File: config.mk
export PLATFORM = sky130hd
export DESIGN_NAME = snax_mac_job_sequencer
export DESIGN_NICKNAME = d
export VERILOG_FILES = /design/src/rtl/snax_mac_job_sequencer.sv
export SDC_FILE = /design/constraint.sdc
export NUM_CORES = 1
export LEC_CHECK = 0
export BUFFER_PORTS_ARGS = -buffer_cell sky130_fd_sc_hd__clkbuf_2
export CORE_MARGIN = 1.5
export CORE_UTILIZATION = 53
export DETAILED_ROUTE_END_ITERATION = 6
export MAX_ROUTING_LAYER = met4
export PLACE_DENSITY = 0.9
export SLEW_MARGIN = 25
export SYNTH_ARGS = -nofsm -noshare
export SYNTH_HDL_FRONTEND = slang
export SYNTH_SLANG_ARGS = --single-unit
File: constraint.sdc
create_clock -name clk_i -period 4.8 [get_ports clk_i]
set_clock_uncertainty 0.05 [all_clocks]
set_input_delay 0.48 -clock clk_i [delete_from_list [all_inputs] [get_ports clk_i]]
set_output_delay 0.48 -clock clk_i [all_outputs]
set_load 0.01 [all_outputs]
File: src/rtl/snax_mac_job_sequencer.sv
// Job sequencer for a SNAX MAC accelerator.
// Takes a job descriptor, acquires the engine lock over the periph bus,
// writes the job registers, triggers the engine, times the job until the
// end-of-job event and reports the cycle count on a valid/ready channel.
module snax_mac_job_sequencer #(
    parameter int unsigned DataWidth  = 32,
    parameter int unsigned NumJobRegs = 4,
    parameter int unsigned IdWidth    = 5,
    parameter int unsigned PeriphId   = 0,
    parameter logic [31:0] JobRegBase = 32'h40
) (
    input  logic                             clk_i,
    input  logic                             rst_ni,
    input  logic                             job_valid_i,
    output logic                             job_ready_o,
    input  logic [NumJobRegs*DataWidth-1:0]  job_regs_i,
    output logic                             periph_req_o,
    input  logic                             periph_gnt_i,
    output logic [31:0]                      periph_add_o,
    output logic                             periph_wen_o,
    output logic [3:0]                       periph_be_o,
    output logic [DataWidth-1:0]             periph_data_o,
    output logic [IdWidth-1:0]               periph_id_o,
    input  logic [DataWidth-1:0]             periph_r_data_i,
    input  logic                             periph_r_valid_i,
    input  logic [IdWidth-1:0]               periph_r_id_i,
    input  logic                             evt_i,
    output logic                             done_valid_o,
    input  logic                             done_ready_i,
    output logic [31:0]                      done_cycles_o,
    output logic                             busy_o
);

    localparam int unsigned IdxW = (NumJobRegs > 1) ? $clog2(NumJobRegs) : 1;
    localparam logic [IdxW-1:0] LastIdx = IdxW'(NumJobRegs - 1);
    localparam logic [2:0] BackoffCycles = 3'd4;

    typedef enum logic [2:0] {
        IDLE, ACQ_REQ, ACQ_RSP, CFG, TRIG, WAIT, REPORT
    } state_t;

    state_t            state_reg, state_next;
    logic [IdxW-1:0]   index_reg, index_next;
    logic [2:0]        backoff_reg, backoff_next;
    logic [31:0]       cycles_reg, cycles_next;
    logic [31:0]       done_cycles_reg, done_cycles_next;
    logic              latch_en;
    logic [DataWidth-1:0] job_word [NumJobRegs];

    logic        rsp_match;
    logic        lock_bit;
    logic [31:0] cycles_inc;
    logic        unused_rdata;

    assign rsp_match    = periph_r_valid_i && (periph_r_id_i == IdWidth'(PeriphId));
    assign lock_bit     = periph_r_data_i[31];
    assign unused_rdata = ^periph_r_data_i;
    // Counter saturates instead of wrapping so a hung engine reports all-ones.
    assign cycles_inc   = (&cycles_reg) ? cycles_reg : cycles_reg + 32'd1;

    // Per-register descriptor capture when a job is accepted.
    for (genvar gi = 0; gi < NumJobRegs; gi++) begin : g_job_reg
        logic [DataWidth-1:0] value_reg;
        always_ff @(posedge clk_i or negedge rst_ni) begin
            if (!rst_ni) begin
                value_reg <= '0;
            end else if (latch_en) begin
                value_reg <= job_regs_i[gi*DataWidth +: DataWidth];
            end
        end
        assign job_word[gi] = value_reg;
    end

    // State, index, backoff, cycle counter and report registers.
    always_ff @(posedge clk_i or negedge rst_ni) begin
        if (!rst_ni) begin
            state_reg       <= IDLE;
            index_reg       <= '0;
            backoff_reg     <= '0;
            cycles_reg      <= '0;
            done_cycles_reg <= '0;
        end else begin
            state_reg       <= state_next;
            index_reg       <= index_next;
            backoff_reg     <= backoff_next;
            cycles_reg      <= cycles_next;
            done_cycles_reg <= done_cycles_next;
        end
    end

    // Next-state and output decode; bus fields depend only on registered
    // state so they stay stable while a request waits for its grant.
    always_comb begin
        state_next       = state_reg;
        index_next       = index_reg;
        backoff_next     = backoff_reg;
        cycles_next      = cycles_reg;
        done_cycles_next = done_cycles_reg;
        latch_en         = 1'b0;
        job_ready_o      = 1'b0;
        periph_req_o     = 1'b0;
        periph_add_o     = '0;
        periph_wen_o     = 1'b1;
        periph_be_o      = '0;
        periph_data_o    = '0;
        done_valid_o     = 1'b0;
        case (state_reg)
            IDLE: begin
                job_ready_o = 1'b1;
                if (job_valid_i) begin
                    latch_en     = 1'b1;
                    backoff_next = '0;
                    state_next   = ACQ_REQ;
                end
            end
            ACQ_REQ: begin
                if (backoff_reg != '0) begin
                    // Lock was busy: stay off the bus for the backoff window.
                    backoff_next = backoff_reg - 3'd1;
                end else begin
                    periph_req_o = 1'b1;
                    periph_add_o = 32'h04;
                    periph_be_o  = 4'hF;
                    periph_wen_o = 1'b1;
                    if (periph_gnt_i) begin
                        state_next = ACQ_RSP;
                    end
                end
            end
            ACQ_RSP: begin
                if (rsp_match) begin
                    if (lock_bit) begin
                        backoff_next = BackoffCycles;
                        state_next   = ACQ_REQ;
                    end else begin
                        index_next = '0;
                        state_next = CFG;
                    end
                end
            end
            CFG: begin
                periph_req_o  = 1'b1;
                periph_wen_o  = 1'b0;
                periph_be_o   = 4'hF;
                periph_add_o  = JobRegBase + {{(30-IdxW){1'b0}}, index_reg, 2'b00};
                periph_data_o = job_word[index_reg];
                if (periph_gnt_i) begin
                    if (index_reg == LastIdx) begin
                        index_next = '0;
                        state_next = TRIG;
                    end else begin
                        index_next = index_reg + 1'b1;
                    end
                end
            end
            TRIG: begin
                periph_req_o = 1'b1;
                periph_wen_o = 1'b0;
                periph_be_o  = 4'hF;
                periph_add_o = 32'h00;
                if (periph_gnt_i) begin
                    cycles_next = '0;
                    state_next  = WAIT;
                end
            end
            WAIT: begin
                // Reported count includes the cycle in which the event arrives.
                cycles_next = cycles_inc;
                if (evt_i) begin
                    done_cycles_next = cycles_inc;
                    state_next       = REPORT;
                end
            end
            REPORT: begin
                done_valid_o = 1'b1;
                if (done_ready_i) begin
                    state_next = IDLE;
                end
            end
            default: begin
                state_next = IDLE;
            end
        endcase
    end

    assign periph_id_o   = IdWidth'(PeriphId);
    assign done_cycles_o = done_cycles_reg;
    assign busy_o        = (state_reg != IDLE);

endmodule
==> impl_metrics.ini <==
[hold_path]
min_from = job_regs_i[85]
hp-class = input port to flip-flop

[placed_design]
place_congestion = 0.871
hpwl_um = 17600
port_buffers = 216
post-place-ws_ns = 1.84

[pwr]
p_leak_nw = 5.45
p_per_area_nw_per_um2 = 603
peakVddDrop_v = 0.000439
p_total_mw = 7.24

[sta]
tightest_slew_ns = 0.989
setup_viol = 0
finalHoldViolCount = 0
hold_slack_ns = 0.218
period_share = 0.658
fmax_mhz = 317
rsz0062_at_grt = false
final_max_slew_viol_count = 0
fin_ws_ns = 1.64
relSlewSlack = 0.341
fin_crit_ns = 3.16
tns_ns = 0

[final_layout]
syn2layout_area_growth_pct = 16.5
layout_commonest_cell = clkbuf_2
drive_gt1_frac = 0.414
mostFrequentLayoutCells = clkbuf_2 (215), dfrtp_1 (199), mux2_2 (132)
fin_nets = 1228
regArea_um2 = 5010
multi_input_area_um2 = 4800
fillers = 1451
largest_reg_flops = 128

[clocking]
numCtsBuffers = 17
clk_latency_ns = 0.43
cts_tree = done
cts_root_buf = clkbuf_16
clk_pin_slew_ns = 0.09
post-cts-setup-buffers = 0
h-tree-depth = 4
clockBufferDepth = 2
cts.sinks = 200
cts.hold.buffers_added = 0
post_cts_resized = 0

[yosys]
yosys_most_used_dff = dfrtp_1
synth_edf_count = 0
syn_inst = 878
synthArstFlopShare = 1.00
synth-seq-cells = 200
ys_seq_area_frac = 0.485
synth_top_cell_by_area = dfrtp_1
synth_area_leaders = dfrtp_1 (49%), mux2_2 (14%), mux4_2 (7.0%)
synth_top_cell_area_share = 0.485
yosysWarnings = 0
synthDistinctLibCells = 59
avgSynthCellArea_um2 = 11.7
syn_area_um2 = 10300

[die]
die_w_um = 143
die_y_um = 143
core_area_um2 = 18900
initial_core_util = 0.546
rows = 50
io_pins = 282
die_area_um2 = 20300

[worst_setup_path]
cp.arrival_ns = 2.63
end_kind = primary output
worstSetupStartpoint = index_reg[0]$_DFFE_PN0P_
start_kind = flip-flop
worst-setup-path-type = flip-flop to primary output
worstPathMaxFanout = 21
required_ns = 4.27
worstReg2RegStart = state_reg[1]$_DFFE_PN0P_

[grt]
antenna_found_initial = 1
track_usage = 0.278
first_global_vias = 8097
overflow = 0
grt_max_degree = 118
grt_pass1_wl_um = 41900

[route]
ant_nets = 0
wire_per_inst_um = 19.7
vias_per_cell = 5.84
drc = 0
dr_total_vias = 7735
dr.pass1.iters = 5
first_iter_violations = 553
drt-total-wl_um = 26100

[run_status]
status = finished, final reports clean

[job]
cap_viol_max_count = 0
==> final timing paths <==
path                                                          end  depth (start not counted)  slack [ns]
max reg2reg                 g_job_reg[3].value_reg[7]$_DFFE_PN0P_                          6        1.81
max                                             periph_data_o[29]                          4        1.64
min reg2reg                            backoff_reg[0]$_DFFE_PN0P_                          1        0.43
min in group asynchronous   g_job_reg[3].value_reg[9]$_DFFE_PN0P_                          2        0.47
min                        g_job_reg[2].value_reg[21]$_DFFE_PN0P_                          2        0.22
max in group asynchronous              cycles_reg[24]$_DFFE_PN0P_                          3        3.48
==> metrics by stage <==
step           instances  instance area, µm²  utilization
2_1_floorplan        911               10400            -
3_3_place_gp        1291               11400        0.601
3_5_place_dp        1291               11400        0.601
4_1_cts             1322               12000        0.634
5_1_grt             1325               12000        0.636
6_report            1325               12000        0.636
==> cell usage after synthesis, types with 14 or more instances <==
cell type	count
a21oi_1	16
a31oi_1	34
and3_1	40
buf_2	26
buf_4	41
clkbuf_1	36
dfrtp_1	200
mux2_2	132
mux4_2	32
nand2_1	56
nand3_1	22
nor2_1	29
o21ai_0	15
o21ai_1	32
or3_1	14
xnor2_1	20
==> area by class of cell <==
cell class | instances | area share
flip-flops and latches | 200 | 0.417
multi-input cells | 593 | 0.399
repair buffers | 231 | 0.103
clock buffers | 17 | 0.0354
well taps | 260 | 0.0271
clock inverters | 14 | 0.0156
inverters | 9 | 0.00281
diodes | 1 | 0.000208
==> cells by family (layout without fill, tap and decap cells) <==
group           after synthesis  after routing  synth area share
buf+inv                     118            271            0.0626
other cells                   1             35          0.000364
mux                         171            171             0.221
fa+ha+maj                     4              4           0.00485
compound gates              136            136            0.0838
xor+xnor                     20             20            0.0170
flops                       200            200             0.485
simple gates                228            228             0.125
==> worst max-delay path, stage by stage, from the launching register on <==
cell and delay, ns:
dfrtp_2 0.80, buf_4 0.46, mux4_2 0.60, and3_1 0.20, clkbuf_2 0.12
==> report_power, final <==
| part | internal, mW | leakage, nW | switching [mW] |
|---|---|---|---|
| Combinational | 1.46 | 2.70 | 1.21 |
| Clock | 0.793 | 0.297 | 0.707 |
| Sequential | 2.44 | 2.46 | 0.631 |
==> routing by layer <==
layer  global-route usage  part of all wire  vias to the layer above
met1                0.322              0.38                     3773
met4                0.140             0.048                        0
met5                    -                 0                        -
met3               0.0656             0.079                       89
met2                0.454              0.50                      391
li1                     -                 -                     3482
Note: power is estimated with default switching activity, not from simulation.
